**src/rtl/dcache_fsm_nway.sv**
```systemverilog
// Main control FSM for an N-way set-associative L1 D-cache with multi-beat refill.
// Optional hit/miss performance counters are built when DCACHE_PERF_CNT_EN is defined.
module dcache_fsm_nway #(
  parameter int index_width  = 4,
  parameter int offset_width = 4,
  parameter int way          = 4,
  localparam int WB    = $clog2(way),
  localparam int BW    = ((offset_width - 2) > 1) ? (offset_width - 2) : 1,
  localparam int BEATS = 1 << (offset_width - 2)
) (
  input  logic            clk,
  input  logic            rstn,
  input  logic            pipeline_dcache_valid,
  input  logic            pipeline_dcache_opflag,
  output logic            dcache_pipeline_ready,
  output logic            dcache_pipeline_stall,
  output logic            ack_op,
  output logic            dcache_mem_req,
  output logic            dcache_mem_wr,
  input  logic            mem_dcache_addrOK,
  input  logic            mem_dcache_dataOK,
  output logic            FSM_rbuf_we,
  input  logic [31:0]     FSM_rbuf_opcode,
  input  logic [31:0]     FSM_rbuf_addr,
  input  logic            FSM_rbuf_type,
  input  logic            FSM_rbuf_SUC,
  input  logic [way-1:0]  FSM_hit,
  input  logic [way-1:0]  FSM_victim,
  output logic [way-1:0]  FSM_use,
  output logic [way-1:0]  FSM_Data_we,
  output logic [way-1:0]  FSM_TagV_we,
  output logic [way-1:0]  FSM_TagV_unvalid,
  output logic [way-1:0]  FSM_TagV_init,
  output logic            FSM_Data_replace,
  output logic [BW-1:0]   FSM_refill_beat,
  output logic [WB-1:0]   FSM_choose_way,
  output logic            FSM_choose_return,
  output logic [31:0]     perf_hit_cnt,
  output logic [31:0]     perf_miss_cnt
);

  typedef enum logic [2:0] {
    IDLE, LOOKUP, WR_WAIT, RD_REQ, RD_DATA, RD_DONE, OPERATION
  } state_t;

  localparam int unused_index_width = index_width;

  state_t          state, state_next;
  logic [BW-1:0]   beat_cnt, beat_cnt_next;
  logic [WB-1:0]   hit_idx;
  logic [way-1:0]  hit_oh, addr_oh;
  logic            any_hit, miss, last_beat, accept;
  logic [BW-1:0]   word_idx;
  logic            unused_bits;

  assign unused_bits = ^{FSM_rbuf_opcode, FSM_rbuf_addr};

  // Lowest-index hitting way wins when several ways report a hit.
  always_comb begin
    hit_idx = '0;
    for (int i = way - 1; i >= 0; i--) begin
      if (FSM_hit[i]) hit_idx = WB'(i);
    end
  end

  assign any_hit   = |FSM_hit;
  assign miss      = ~any_hit | FSM_rbuf_SUC;
  assign hit_oh    = way'(1) << hit_idx;
  assign addr_oh   = way'(1) << FSM_rbuf_addr[WB-1:0];
  assign word_idx  = FSM_rbuf_addr[offset_width-1:2];
  assign last_beat = FSM_rbuf_SUC | (beat_cnt == BW'(BEATS - 1));

  always_ff @(posedge clk or negedge rstn) begin
    if (!rstn) begin
      state    <= IDLE;
      beat_cnt <= '0;
    end else begin
      state    <= state_next;
      beat_cnt <= beat_cnt_next;
    end
  end

  always_comb begin
    state_next            = state;
    beat_cnt_next         = beat_cnt;
    accept                = 1'b0;
    dcache_pipeline_ready = 1'b0;
    FSM_rbuf_we           = 1'b0;
    ack_op                = 1'b0;
    dcache_mem_req        = 1'b0;
    dcache_mem_wr         = 1'b0;
    FSM_use               = '0;
    FSM_Data_we           = '0;
    FSM_TagV_unvalid      = '0;
    FSM_TagV_init         = '0;
    FSM_Data_replace      = 1'b0;
    FSM_refill_beat       = '0;
    FSM_choose_way        = '0;
    FSM_choose_return     = 1'b0;

    case (state)
      IDLE: accept = 1'b1;

      LOOKUP: begin
        if (FSM_rbuf_SUC && any_hit) FSM_TagV_unvalid = hit_oh;
        if (FSM_rbuf_type) begin
          dcache_mem_req = 1'b1;
          dcache_mem_wr  = 1'b1;
          if (!miss) begin
            FSM_Data_we = hit_oh;
            FSM_use     = hit_oh;
          end
          if (mem_dcache_addrOK) accept = 1'b1;
          else                   state_next = WR_WAIT;
        end else if (!miss) begin
          FSM_choose_way = hit_idx;
          FSM_use        = hit_oh;
          accept         = 1'b1;
        end else begin
          dcache_mem_req = 1'b1;
          beat_cnt_next  = '0;
          state_next     = mem_dcache_addrOK ? RD_DATA : RD_REQ;
        end
      end

      WR_WAIT: begin
        dcache_mem_req = 1'b1;
        dcache_mem_wr  = 1'b1;
        if (mem_dcache_addrOK) accept = 1'b1;
      end

      RD_REQ: begin
        dcache_mem_req = 1'b1;
        beat_cnt_next  = '0;
        if (mem_dcache_addrOK) state_next = RD_DATA;
      end

      // addrOK is deliberately ignored here; only returning beats advance the refill.
      RD_DATA: begin
        dcache_mem_req  = 1'b1;
        FSM_refill_beat = beat_cnt;
        if (mem_dcache_dataOK) begin
          FSM_Data_replace  = 1'b1;
          if (!FSM_rbuf_SUC) FSM_Data_we = FSM_victim;
          FSM_choose_return = FSM_rbuf_SUC | (beat_cnt == word_idx);
          beat_cnt_next     = beat_cnt + BW'(1);
          if (last_beat) begin
            if (!FSM_rbuf_SUC) FSM_use = FSM_victim;
            state_next = RD_DONE;
          end
        end
      end

      RD_DONE: accept = 1'b1;

      OPERATION: begin
        ack_op = 1'b1;
        accept = 1'b1;
        case (FSM_rbuf_opcode[4:3])
          2'd0:    FSM_TagV_init    = addr_oh;
          2'd1:    FSM_TagV_unvalid = addr_oh;
          2'd2:    if (any_hit) FSM_TagV_unvalid = hit_oh;
          default: ;
        endcase
      end

      default: state_next = IDLE;
    endcase

    if (accept) begin
      dcache_pipeline_ready = 1'b1;
      FSM_rbuf_we           = 1'b1;
      state_next = pipeline_dcache_valid ?
                   (pipeline_dcache_opflag ? OPERATION : LOOKUP) : IDLE;
    end
  end

  assign FSM_TagV_we           = FSM_Data_we;
  assign dcache_pipeline_stall = ~dcache_pipeline_ready;

`ifdef DCACHE_PERF_CNT_EN
  logic [31:0] hit_cnt, miss_cnt;

  // SUC accesses count as neither a hit nor a cached miss.
  always_ff @(posedge clk or negedge rstn) begin
    if (!rstn) begin
      hit_cnt  <= '0;
      miss_cnt <= '0;
    end else if (state == LOOKUP) begin
      if (!miss)                      hit_cnt  <= hit_cnt + 32'd1;
      if (!any_hit && !FSM_rbuf_SUC)  miss_cnt <= miss_cnt + 32'd1;
    end
  end

  assign perf_hit_cnt  = hit_cnt;
  assign perf_miss_cnt = miss_cnt;
`else
  assign perf_hit_cnt  = '0;
  assign perf_miss_cnt = '0;
`endif

endmodule

```
**config.mk**
```make
export PLATFORM = sky130hd
export DESIGN_NAME = dcache_fsm_nway
export DESIGN_NICKNAME = d
export VERILOG_FILES = /design/src/rtl/dcache_fsm_nway.sv
export SDC_FILE = /design/constraint.sdc
export NUM_CORES = 1
export LEC_CHECK = 0
export CAP_MARGIN = 20
export CORE_ASPECT_RATIO = 0.9
export CORE_MARGIN = 2
export CORE_UTILIZATION = 25
export CTS_CLUSTER_DIAMETER = 100
export DETAILED_ROUTE_END_ITERATION = 6
export MAX_ROUTING_LAYER = met4
export PLACE_DENSITY = 0.94
export SLEW_MARGIN = 40
export SYNTH_ARGS = -nofsm -noshare
export SYNTH_HDL_FRONTEND = slang
export SYNTH_SLANG_ARGS = --single-unit
```
**constraint.sdc**
```tcl
create_clock -name clk -period 2.4 [get_ports clk]
set_input_delay 0.48 -clock clk [delete_from_list [all_inputs] [get_ports clk]]
set_output_delay 0.48 -clock clk [all_outputs]
set_load 0.03 [all_outputs]
```
==> run_results.csv <==
group,metric,value,unit
run_status,status,"finished, final reports clean",
sta,fmax,0.423,GHz
drt,routedWlPerCell,11.0,um
yosys,synth_area,0.00129,mm^2
flow_run,drv_cap,0,
worst_setup_path,cp_max_fo,3,
yosys,synth_seq_cells,5,
worst_setup_path,r2r_setup_slack,0.45,ns
yosys,ys_top_cells_by_area,"buf_4 40%, dfrtp_1 9.7%, o21ai_0 4.7%",
yosys,synth_seq_area_share,9.73,%
global_route,grt_pass1_wl,4880,um
hold_path,hold_path.class,"input pin to asynchronous set/reset pin",
die,initial_utilization,26.3,%
pwr,leakage,0.000936,uW
global_route,grt_usage,11.1,%
pwr,p_per_area,813,mW/mm^2
placed_design,routabilityCongestion,0.869,
yosys,yosysTopAreaCell,"buf_4",
worst_setup_path,cp_cell_sequence,"clkdlybuf4s15_1 -> or4_4 -> buf_6 -> a21boi_2 -> nor2_1 -> o21bai_1 -> buf_4",
die,row_count,24,
worst_setup_path,worstPathArrival,1.89,ns
cts,cts.htree.levels,1,
final_layout,finalNonFillerCells,317,
worst_setup_path,worstPathRequired,1.92,ns
cts,clk_pin_slew,0.04,ns
sta,holdWs,0.470,ns
worst_setup_path,slowest_delay,0.54,ns
sta,fin_crit,2.37,ns
worst_setup_path,reg2reg_to,"state[0]",
cts,clk_latency,0.23,ns
worst_setup_path,cp_slowest_cell,"or4_4",
drt,ant_nets,0,
die,die_h,72.0,um
drt,wirelength,3500,um
global_route,grt_max_degree,11,
cts,clock_sinks,5,
placed_design,dpl.hpwl,2900,um
final_layout,n_antenna_cell,0,
placed_design,place_ws,-0.452,ns
sta,fin_ws,0.0337,ns
sta,final_hold_viol_count,0,
final_layout,area_delta_synth_final,45.8,%
global_route,grt_pass1_vias,1110,
final_layout,finalNetCount,337,
drt,dr_total_vias,1272,
global_route,grt.overflow.total,0,
yosys,ys_warn_count,0,
worst_setup_path,critPathLaunchType,"input pin",
cts,cts_tree,"done",
cts,cts_buffers,3,
cts,cts_hold_buf,0,
cts,clockBufferDepth,2,
placed_design,port_buffers,53,
worst_setup_path,crit_type,"input pin to output port",
placed_design,placedCellCount,308,
yosys,synth_top_area_share,40.3,%
worst_setup_path,cp-end-kind,"output port",
drt,drt_pass1_iterations,4,
final_layout,drive_gt1_share,29.8,%
sta,setup_violations,0,
drt,drcViolationCount,0,
yosys,avgSynthCellArea,7.15,um^2
sta,fin_setup_tns,0,ns
drt,drt_iter0_drc,23,
sta,fin_crit_sh,98.6,%
die,die_x,79.6,um
final_layout,final_util,38.3,%
sta,clock_skew,0.00136,ns
die,core,0.00489,mm^2
sta,slew_viol_final,0,
worst_setup_path,r2r-start,"state[0]",
global_route,antenna_found_initial,0,
die,fp.dieArea,0.00574,mm^2
worst_setup_path,ff2ff_path_depth,7,
yosys,netlist_instances,180,
die,io_pins,176,
drt,routed_via_density,4.01,
yosys,synthDistinctLibCells,34,
cts,root_buffer,"clkbuf_8",
pwr,ir_drop,0.456,mV
layout make-up:
cell class,count,area (um^2)
fill,528,3020
multi-input combinational,157,892
timing repair buffer,79,706
sequential,5,125
tap,65,81.3
clock buffer,4,45.0
inverter,7,26.3
synthesized netlist by cell type:
library cell / n
nand3_1: 5
mux2_4: 1
a21boi_0: 1
a31oi_1: 1
nor2b_1: 3
nand4bb_1: 1
mux2i_1: 4
nor2_1: 12
or4b_1: 1
clkbuf_1: 1
inv_1: 7
buf_2: 4
a22oi_1: 1
nand2b_1: 4
o32ai_1: 2
o22ai_1: 4
nor3_1: 4
o21bai_1: 2
a21oi_4: 1
and3b_1: 1
and2_1: 2
ha_1: 4
dfrtp_1: 5
conb_1: 1
xnor2_1: 3
or4_1: 1
nor2_4: 1
buf_4: 69
nor3b_1: 3
o21ai_0: 12
a221oi_1: 1
a21oi_1: 3
a32oi_1: 1
nand2_1: 14
cells in the final DEF (no fill, tap or decap), types with 2 or more instances in the layout:
cell	n
buf_6	6
clkbuf_8	3
clkdlybuf4s15_1	2
dfrtp_1	5
mux2i_1	4
nor3b_1	2
nand3_1	4
conb_1	64
nor2b_1	3
buf_12	3
xnor2_1	3
ha_1	3
nand2b_1	4
clkdlybuf4s50_1	15
o21bai_1	2
o21ai_0	6
o21ai_1	6
inv_2	3
nor2_1	12
and2_1	2
dlygate4sd2_1	6
nor3_2	3
inv_1	4
o22ai_1	4
buf_4	45
nand2_1	14
a21oi_1	3
worst max-delay path by stage:
stage | from | end | slack, ns | depth (start not counted)
3_5_place_dp | FSM_hit[0] | FSM_TagV_unvalid[3] | -0.45 | 5
5_1_grt | FSM_hit[0] | dcache_mem_req | -0.01 | 7
2_1_floorplan | state[2] | FSM_TagV_we[3] | -0.11 | 6
6_report | FSM_hit[0] | dcache_mem_req | 0.03 | 7
4_1_cts | FSM_rbuf_opcode[3] | FSM_TagV_unvalid[0] | 0.02 | 6
3_3_place_gp | FSM_hit[0] | FSM_TagV_unvalid[3] | -0.46 | 5
power by group:
group	switching [uW]	leakage, uW	internal (uW)
Sequential	54.4	0.0000645	124
Combinational	699	0.000849	489
Clock	44.2	0.0000228	114
registers in the layout, indices dropped and copies added (netlist names):
register  count
beat_cnt      2
state         3
critical path, delay by kind of cell:
family	cells	cell delay (ns)
and+or+nand+nor	2	0.60
buffers and inverters	3	0.52
AOI/OAI and AO/OA	2	0.27
layer usage:
| metal | wire [um] | global-route usage [%] |
|---|---|---|
| met5 | 0 | - |
| met2 | 1860 | 21.3 |
| met4 | 38 | 4.21 |
| met3 | 325 | 1.99 |
| met1 | 1280 | 11.0 |
kinds of logic (layout without fill, tap and decap cells):
family                     after synthesis  after routing  share of synthesized area (%)
buffers and inverters                   81             90                           44.2
muxes                                    5              5                           4.28
adders and majority gates                4              4                           3.89
other                                    1             64                          0.292
xor gates and xnor gates                 3              3                           2.04
and+or+nand+nor                         52             52                           21.0
DFF                                      5              5                           9.73
AOI/OAI and AO/OA                       29             29                           14.6
timing repair:
action,in CTS,in global routing
pin swaps,7,3
buffers inserted,4,1
resized for setup,31,10
setup endpoints to repair,22,20
endpoints found under the hold margin,0,0
metrics by stage:
| step | cell area, um^2 | power (uW) |
|---|---|---|
| 2_1_floorplan | 1540 | 1000 |
| 4_1_cts | 1860 | 1510 |
| 5_1_grt | 1880 | 1620 |
| 6_report | 1880 | 1520 |
| 3_3_place_gp | 1720 | 1260 |
| 3_5_place_dp | 1720 | 1280 |
(Power assumes the default switching activity.)
